<file path="config.mk">
export PLATFORM = sky130hd
export DESIGN_NAME = handle_mark
export DESIGN_NICKNAME = d
export VERILOG_FILES = /design/src/rtl/bingo_pkg.sv /design/src/rtl/bingo_line_mask.sv /design/src/rtl/handle_mark.sv
export SDC_FILE = /design/constraint.sdc
export NUM_CORES = 1
export LEC_CHECK = 0
export ABC_CLOCK_PERIOD_IN_PS = 12780
export BUFFER_PORTS_ARGS = -buffer_cell sky130_fd_sc_hd__buf_2
export CORE_ASPECT_RATIO = 0.7
export CORE_UTILIZATION = 57
export DETAILED_ROUTE_END_ITERATION = 16
export HOLD_SLACK_MARGIN = 0.02
export PLACE_DENSITY = 0.88
export SYNTH_ARGS = -nofsm -noshare
export SYNTH_HDL_FRONTEND = slang
export SYNTH_SLANG_ARGS = --single-unit
</file>
<file path="constraint.sdc">
create_clock -name clk -period 12.78 [get_ports clk]
set_input_delay 3.834 -clock clk [delete_from_list [all_inputs] [get_ports clk]]
set_output_delay 3.834 -clock clk [all_outputs]
set_load 0.03 [all_outputs]
</file>
<file path="src/rtl/bingo_pkg.sv">
// Shared constants, state encoding and line masks for the bingo marking logic.
package bingo_pkg;

  localparam int N_CELLS = 25;
  localparam int CELL_W  = 5;
  localparam int N_LINES = 12;

  typedef enum logic [1:0] {
    ST_IDLE   = 2'd0,
    ST_LOOKUP = 2'd1,
    ST_COUNT  = 2'd2,
    ST_DONE   = 2'd3
  } state_e;

  // Board positions are row-major; bit p of a mask is position p.
  localparam logic [24:0] ROW0_MASK = 25'h000001F;
  localparam logic [24:0] COL0_MASK = 25'h0108421;
  localparam logic [24:0] DIAG_MASK = 25'h1041041;
  localparam logic [24:0] ANTI_MASK = 25'h0111110;

  function automatic logic [7:0] bcd_to_bin(input logic [7:0] bcd);
    return ({4'd0, bcd[7:4]} * 8'd10) + {4'd0, bcd[3:0]};
  endfunction

endpackage

</file>
<file path="src/rtl/bingo_line_mask.sv">
// Maps a line index (0-4 rows, 5-9 columns, 10 diagonal, 11 anti-diagonal) to its cell mask.
module bingo_line_mask
  import bingo_pkg::*;
(
  input  logic [3:0]  line_idx,
  output logic [24:0] mask
);

  always_comb begin
    mask = '0;
    case (line_idx)
      4'd0:    mask = ROW0_MASK;
      4'd1:    mask = ROW0_MASK << 5;
      4'd2:    mask = ROW0_MASK << 10;
      4'd3:    mask = ROW0_MASK << 15;
      4'd4:    mask = ROW0_MASK << 20;
      4'd5:    mask = COL0_MASK;
      4'd6:    mask = COL0_MASK << 1;
      4'd7:    mask = COL0_MASK << 2;
      4'd8:    mask = COL0_MASK << 3;
      4'd9:    mask = COL0_MASK << 4;
      4'd10:   mask = DIAG_MASK;
      4'd11:   mask = ANTI_MASK;
      default: mask = '0;
    endcase
  end

endmodule

</file>
<file path="src/rtl/handle_mark.sv">
// Marks a called bingo number on the board, then scores completed lines one per cycle.
// Define BINGO_DIAG_EN to also score the two diagonals (12 lines instead of 10).
module handle_mark
  import bingo_pkg::*;
#(
  parameter int WIN_LINES = 5
) (
  input  logic         clk,
  input  logic         rst,
  input  logic         interboard_rst,
  input  logic         start_game,
  input  logic         mark_valid,
  input  logic [7:0]   mark_number_BCD,
  input  logic [124:0] num_to_pos,
  output logic [24:0]  marked,
  output logic         busy,
  output logic         mark_done,
  output logic         err,
  output logic [3:0]   line_count,
  output logic         win
);

`ifdef BINGO_DIAG_EN
  localparam logic [3:0] LAST_LINE = 4'd11;
`else
  localparam logic [3:0] LAST_LINE = 4'd9;
`endif

  state_e      state_q, state_d;
  logic [7:0]  num_q, num_d;
  logic        bcd_bad_q, bcd_bad_d;
  logic [24:0] marked_q, marked_d;
  logic [3:0]  line_idx_q, line_idx_d;
  logic [3:0]  acc_q, acc_d;
  logic [3:0]  line_count_q, line_count_d;
  logic        win_q, win_d;
  logic        err_q, err_d;

  logic [4:0]  lookup_pos;
  logic [24:0] pos_bit;
  logic        reject;
  logic [24:0] line_mask;
  logic        line_hit;

  bingo_line_mask u_line_mask (
    .line_idx (line_idx_q),
    .mask     (line_mask)
  );

  assign line_hit = (marked_q & line_mask) == line_mask;

  // Out-of-range numbers leave the position at 31, which the range check rejects.
  always_comb begin
    lookup_pos = '1;
    for (int i = 0; i < N_CELLS; i++) begin
      if (num_q == 8'(i + 1)) lookup_pos = num_to_pos[i*CELL_W +: CELL_W];
    end
    pos_bit = 25'd1 << lookup_pos;
    reject  = bcd_bad_q || (num_q == 8'd0) || (num_q > 8'd25) ||
              (lookup_pos > 5'd24) || ((marked_q & pos_bit) != '0);
  end

  always_comb begin
    state_d      = state_q;
    num_d        = num_q;
    bcd_bad_d    = bcd_bad_q;
    marked_d     = marked_q;
    line_idx_d   = line_idx_q;
    acc_d        = acc_q;
    line_count_d = line_count_q;
    win_d        = win_q;
    err_d        = 1'b0;
    if (start_game) begin
      state_d      = ST_IDLE;
      marked_d     = '0;
      line_idx_d   = '0;
      acc_d        = '0;
      line_count_d = '0;
      win_d        = 1'b0;
    end else begin
      case (state_q)
        ST_IDLE: begin
          if (mark_valid) begin
            num_d     = bcd_to_bin(mark_number_BCD);
            bcd_bad_d = (mark_number_BCD[7:4] > 4'd9) || (mark_number_BCD[3:0] > 4'd9);
            state_d   = ST_LOOKUP;
          end
        end
        ST_LOOKUP: begin
          if (reject) begin
            err_d   = 1'b1;
            state_d = ST_IDLE;
          end else begin
            marked_d   = marked_q | pos_bit;
            line_idx_d = '0;
            acc_d      = '0;
            state_d    = ST_COUNT;
          end
        end
        ST_COUNT: begin
          acc_d = acc_q + {3'd0, line_hit};
          // Results are loaded on the way into DONE so they are valid alongside mark_done.
          if (line_idx_q == LAST_LINE) begin
            line_count_d = acc_d;
            win_d        = win_q || (int'(acc_d) >= WIN_LINES);
            state_d      = ST_DONE;
          end else begin
            line_idx_d = line_idx_q + 4'd1;
          end
        end
        ST_DONE: state_d = ST_IDLE;
        default: state_d = ST_IDLE;
      endcase
    end
  end

  always_ff @(posedge clk) begin
    if (rst || interboard_rst) begin
      state_q      <= ST_IDLE;
      num_q        <= '0;
      bcd_bad_q    <= 1'b0;
      marked_q     <= '0;
      line_idx_q   <= '0;
      acc_q        <= '0;
      line_count_q <= '0;
      win_q        <= 1'b0;
      err_q        <= 1'b0;
    end else begin
      state_q      <= state_d;
      num_q        <= num_d;
      bcd_bad_q    <= bcd_bad_d;
      marked_q     <= marked_d;
      line_idx_q   <= line_idx_d;
      acc_q        <= acc_d;
      line_count_q <= line_count_d;
      win_q        <= win_d;
      err_q        <= err_d;
    end
  end

  // A reject returns to IDLE while err pulses, so busy also covers the err cycle.
  assign busy       = (state_q != ST_IDLE) || err_q;
  assign mark_done  = (state_q == ST_DONE);
  assign err        = err_q;
  assign marked     = marked_q;
  assign line_count = line_count_q;
  assign win        = win_q;

endmodule

</file>
==> results.tsv <==
stage	metric	value	unit
clocking	cts_hold_buf	0	
finish	drive_above_1_share	0.274	
sta	rsz0062_at_grt	no	
routing	drc	0	
clocking	ctsHtreeMaxLevel	3	
sta	finalSetupTns	0	ns
setup_path	slowest_delay	0.90	ns
floorplanning	coreArea	9250	um2
setup_path	crit_required	13.05	ns
sta	hold_viol_final	0	
floorplanning	die-area	10100	um2
synth	synthCells	689	
clocking	clock_latency	0.34	ns
sta	setup_viol	0	
setup_path	arrival	9.45	ns
setup_path	crit_type	primary input to flip-flop	
placement	dp_slack	3.49	ns
grt	grt_pass1_wl	29.5	mm
synth	synth-edff-count	0	
synth	synth_xor_area_frac	0.0158	
setup_path	path_max_fanout	30	
synth	yosys_warnings	0	
sta	finalWorstSetupSlack	3.60	ns
grt	grt_max_degree	70	
sta	post-route-period-util	0.718	
clocking	clock_tree.buffer_depth	2	
run_status	status	completed	
synth	yosysSeqAreaShare	0.270	
setup_path	path_cells	buf_2, mux2_2, and3_1, a2111oi_0, o21ai_0, a221oi_2, nor2_1, a32oi_1, nand4_1, nor3b_2, nand3_1, a41oi_1, ha_1, a22oi_1, o2bb2ai_1	
grt	grt.overflow.total	0	
finish	design_area	6650	um2
sta	maxSlewViolCount	0	
sta	relSlewSlack	0.232	
synth	ys.flop_type	dfxtp_1	
power_and_ir_drop	p_clk_frac	0.425	
finish	nFillCells	761	
grt	grt.busiest_layer	met2	
synth	yosysTopAreaCellShare	0.270	
synth	synth.area.mux_share	0.0719	
synth	synthSimpleGateAreaFrac	0.235	
routing	ant_nets	0	
power_and_ir_drop	ir_worst_vdd	0.0992	mV
synth	ys_types	82	
finish	area_growth	19.7	%
synth	synth.area.top_cells	dfxtp_1 (27%), nor2_1 (4.3%), mux2i_1 (4.1%)	
power_and_ir_drop	p_per_area	88.6	nW/um2
placement	port_buffers	170	
synth	synth.most_common_cell	dfxtp_1	
grt	met3_usage	0.147	
floorplanning	io_pins	171	
grt	use_met1	0.504	
run	drv_cap	0	
routing	drt_iter0_markers	864	
clocking	cts_buffers	9	
sta	min_period	9.18	ns
floorplanning	row_count	29	
grt	grt_usage	0.376	
worst_hold_path	holdCritPathClass	flip-flop to flip-flop	
synth	syn-cell-area	5550	um2
clocking	clock_sinks	75	
clocking	cts_setup_buffers	0	
clocking	root_buffer	clkbuf_16	
synth	async_flop_share	0	
synth	synth_largest_area_cell	dfxtp_1	
power_and_ir_drop	p_seq_frac	0.404	
routing	vias	6298	
clocking	ctsResizeCount	0	
synth	synth_seq_cells	75	
sta	fmax	0.109	GHz
clocking	clkTransAtPathRegs	0.05	ns
placement	place.gp.congestion	1.04	
synth	synth-adder-area-share	0.0410	
setup_path	cp-start-kind	primary input	
placement	dpl.hpwl	14.5	mm
power_and_ir_drop	power_switching	0.153	mW
sta	tightest_slew	1.15	ns
synth	synth_top_family_by_area	compound AO/OA/AOI/OAI gates	
grt	grt_pass1_vias	5705	
routing	wl	18.9	mm
clocking	cts_tree	yes	
floorplanning	start_util	0.600	
synth	synth_compound_area_frac	0.295	
routing	viasPerCell	6.64	
routing	dr.pass1.iters	6	
finish	antenna_cells	0	
finish	nNetsFinal	978	
power_and_ir_drop	p_int	0.435	mW
synth	synth.avg_cell_area	8.06	um2
power_and_ir_drop	combPwrFrac	0.170	
power_and_ir_drop	swShare	0.261	
power_and_ir_drop	p_leak	2.61	nW
grt	grt_use_met2	0.546	
setup_path	cp-end-kind	flip-flop	
placement	place_area	6350	um2
routing	wl_per_cell	19.9	um
sta	finClkSkew	0.00835	ns
floorplanning	chipWidth	120	um
grt	antenna_found_initial	0	
finish	post-route-util	0.718	
floorplanning	die_height	84.6	um
synth	synth_common_cells	dfxtp_1 (75), nor2_1 (64), nand2_1 (45), a21oi_1 (37), inv_1 (34)	
setup_path	crit_path_top_delay_cell	a221oi_2	
synth	syn_nets	844	
[area by class of cell]
class,instances,area [um2],share of cell area
multi-input combinational,526,3670,0.552
sequential,75,1500,0.226
timing repair buffer,176,896,0.135
clock buffer,11,253,0.0380
tap,124,155,0.0233
inverter,35,131,0.0198
clock inverter,2,37.5,0.00565
[metal layers]
layer | up-vias | wire, um
met5 | - | 0
met4 | 0 | 529
met3 | 57 | 2660
met2 | 422 | 7910
met1 | 2950 | 7830
li1 | 2869 | -
[critical path, delay by kind of cell]
| kind | cells | cell delay, ns |
|---|---|---|
| multiplexers | 1 | 0.25 |
| AND/OR/NAND/NOR | 5 | 1.82 |
| adder cells (fa/ha/maj) | 1 | 0.46 |
| buffers and inverters | 1 | 0.11 |
| AO/OA/AOI/OAI | 7 | 2.95 |
[state kept, by name (all words and copies together), names as in the netlist, named ones only]
name and cells:
bcd_bad_q 1, acc_q 4, err 1, line_count 4
win 1, state_q 1, line_idx_q 4, num_q 8
u_line_mask.mask 25, marked 25
[cells by family (layout without fill, tap and decap cells)]
family | count (synthesis) | in the layout
buffers and inverters | 88 | 224
AO/OA/AOI/OAI | 215 | 215
XOR/XNOR | 10 | 10
adder cells (fa/ha/maj) | 17 | 17
multiplexers | 34 | 34
flip-flops | 75 | 75
AND/OR/NAND/NOR | 250 | 250
[through the flow]
stage | total power, mW | hold slack, ns | cells
after floorplan | 0.303 | 0.448 | 689
after global placement | 0.337 | 0.449 | 936
after detailed placement | 0.339 | 0.461 | 936
after CTS | 0.585 | 0.476 | 949
after global routing | 0.606 | 0.520 | 949
final | 0.589 | 0.470 | 949
[final timing paths]
| kind | start | cells past startpoint | slack [ns] | to |
|---|---|---|---|---|
| max reg2reg | num_q[0]$_SDFFE_PP0P_ | 15 | 6.03 | u_line_mask.mask[0]$_DFF_P_ |
| min | win$_SDFFE_PP0P_ | 2 | 0.47 | win$_SDFFE_PP0P_ |
| max | num_to_pos[25] | 15 | 3.60 | u_line_mask.mask[0]$_DFF_P_ |
| min reg2reg | win$_SDFFE_PP0P_ | 2 | 0.47 | win$_SDFFE_PP0P_ |
[power groups by stage]
stage                     Clock [mW]  Sequential [mW]  Combinational (mW)
after floorplan                    0            0.241              0.0619
after global placement             0            0.243              0.0941
after detailed placement           0            0.243              0.0965
after CTS                      0.250            0.238              0.0971
after global routing           0.260            0.238               0.108
final                          0.250            0.238               0.100
[cells in the final DEF (no fill, tap or decap), types with 10 or more instances in the layout]
cell type / Yosys / routed
dfxtp_1: 75 / 73
nand4_1: 14 / 14
nand2b_1: 16 / 16
a32o_1: 10 / 10
o211ai_1: 10 / 10
o2bb2ai_1: 13 / 13
a21oi_1: 37 / 37
nand2_1: 45 / 45
o31ai_1: 17 / 17
ha_1: 15 / 15
nor2_1: 64 / 64
nor3_1: 11 / 11
nand3_1: 29 / 29
buf_2: 16 / 170
o21ai_0: 26 / 26
a211oi_1: 13 / 13
mux2i_1: 23 / 23
nor2b_1: 20 / 20
inv_1: 34 / 34
Power figures use the tool's default switching activity.
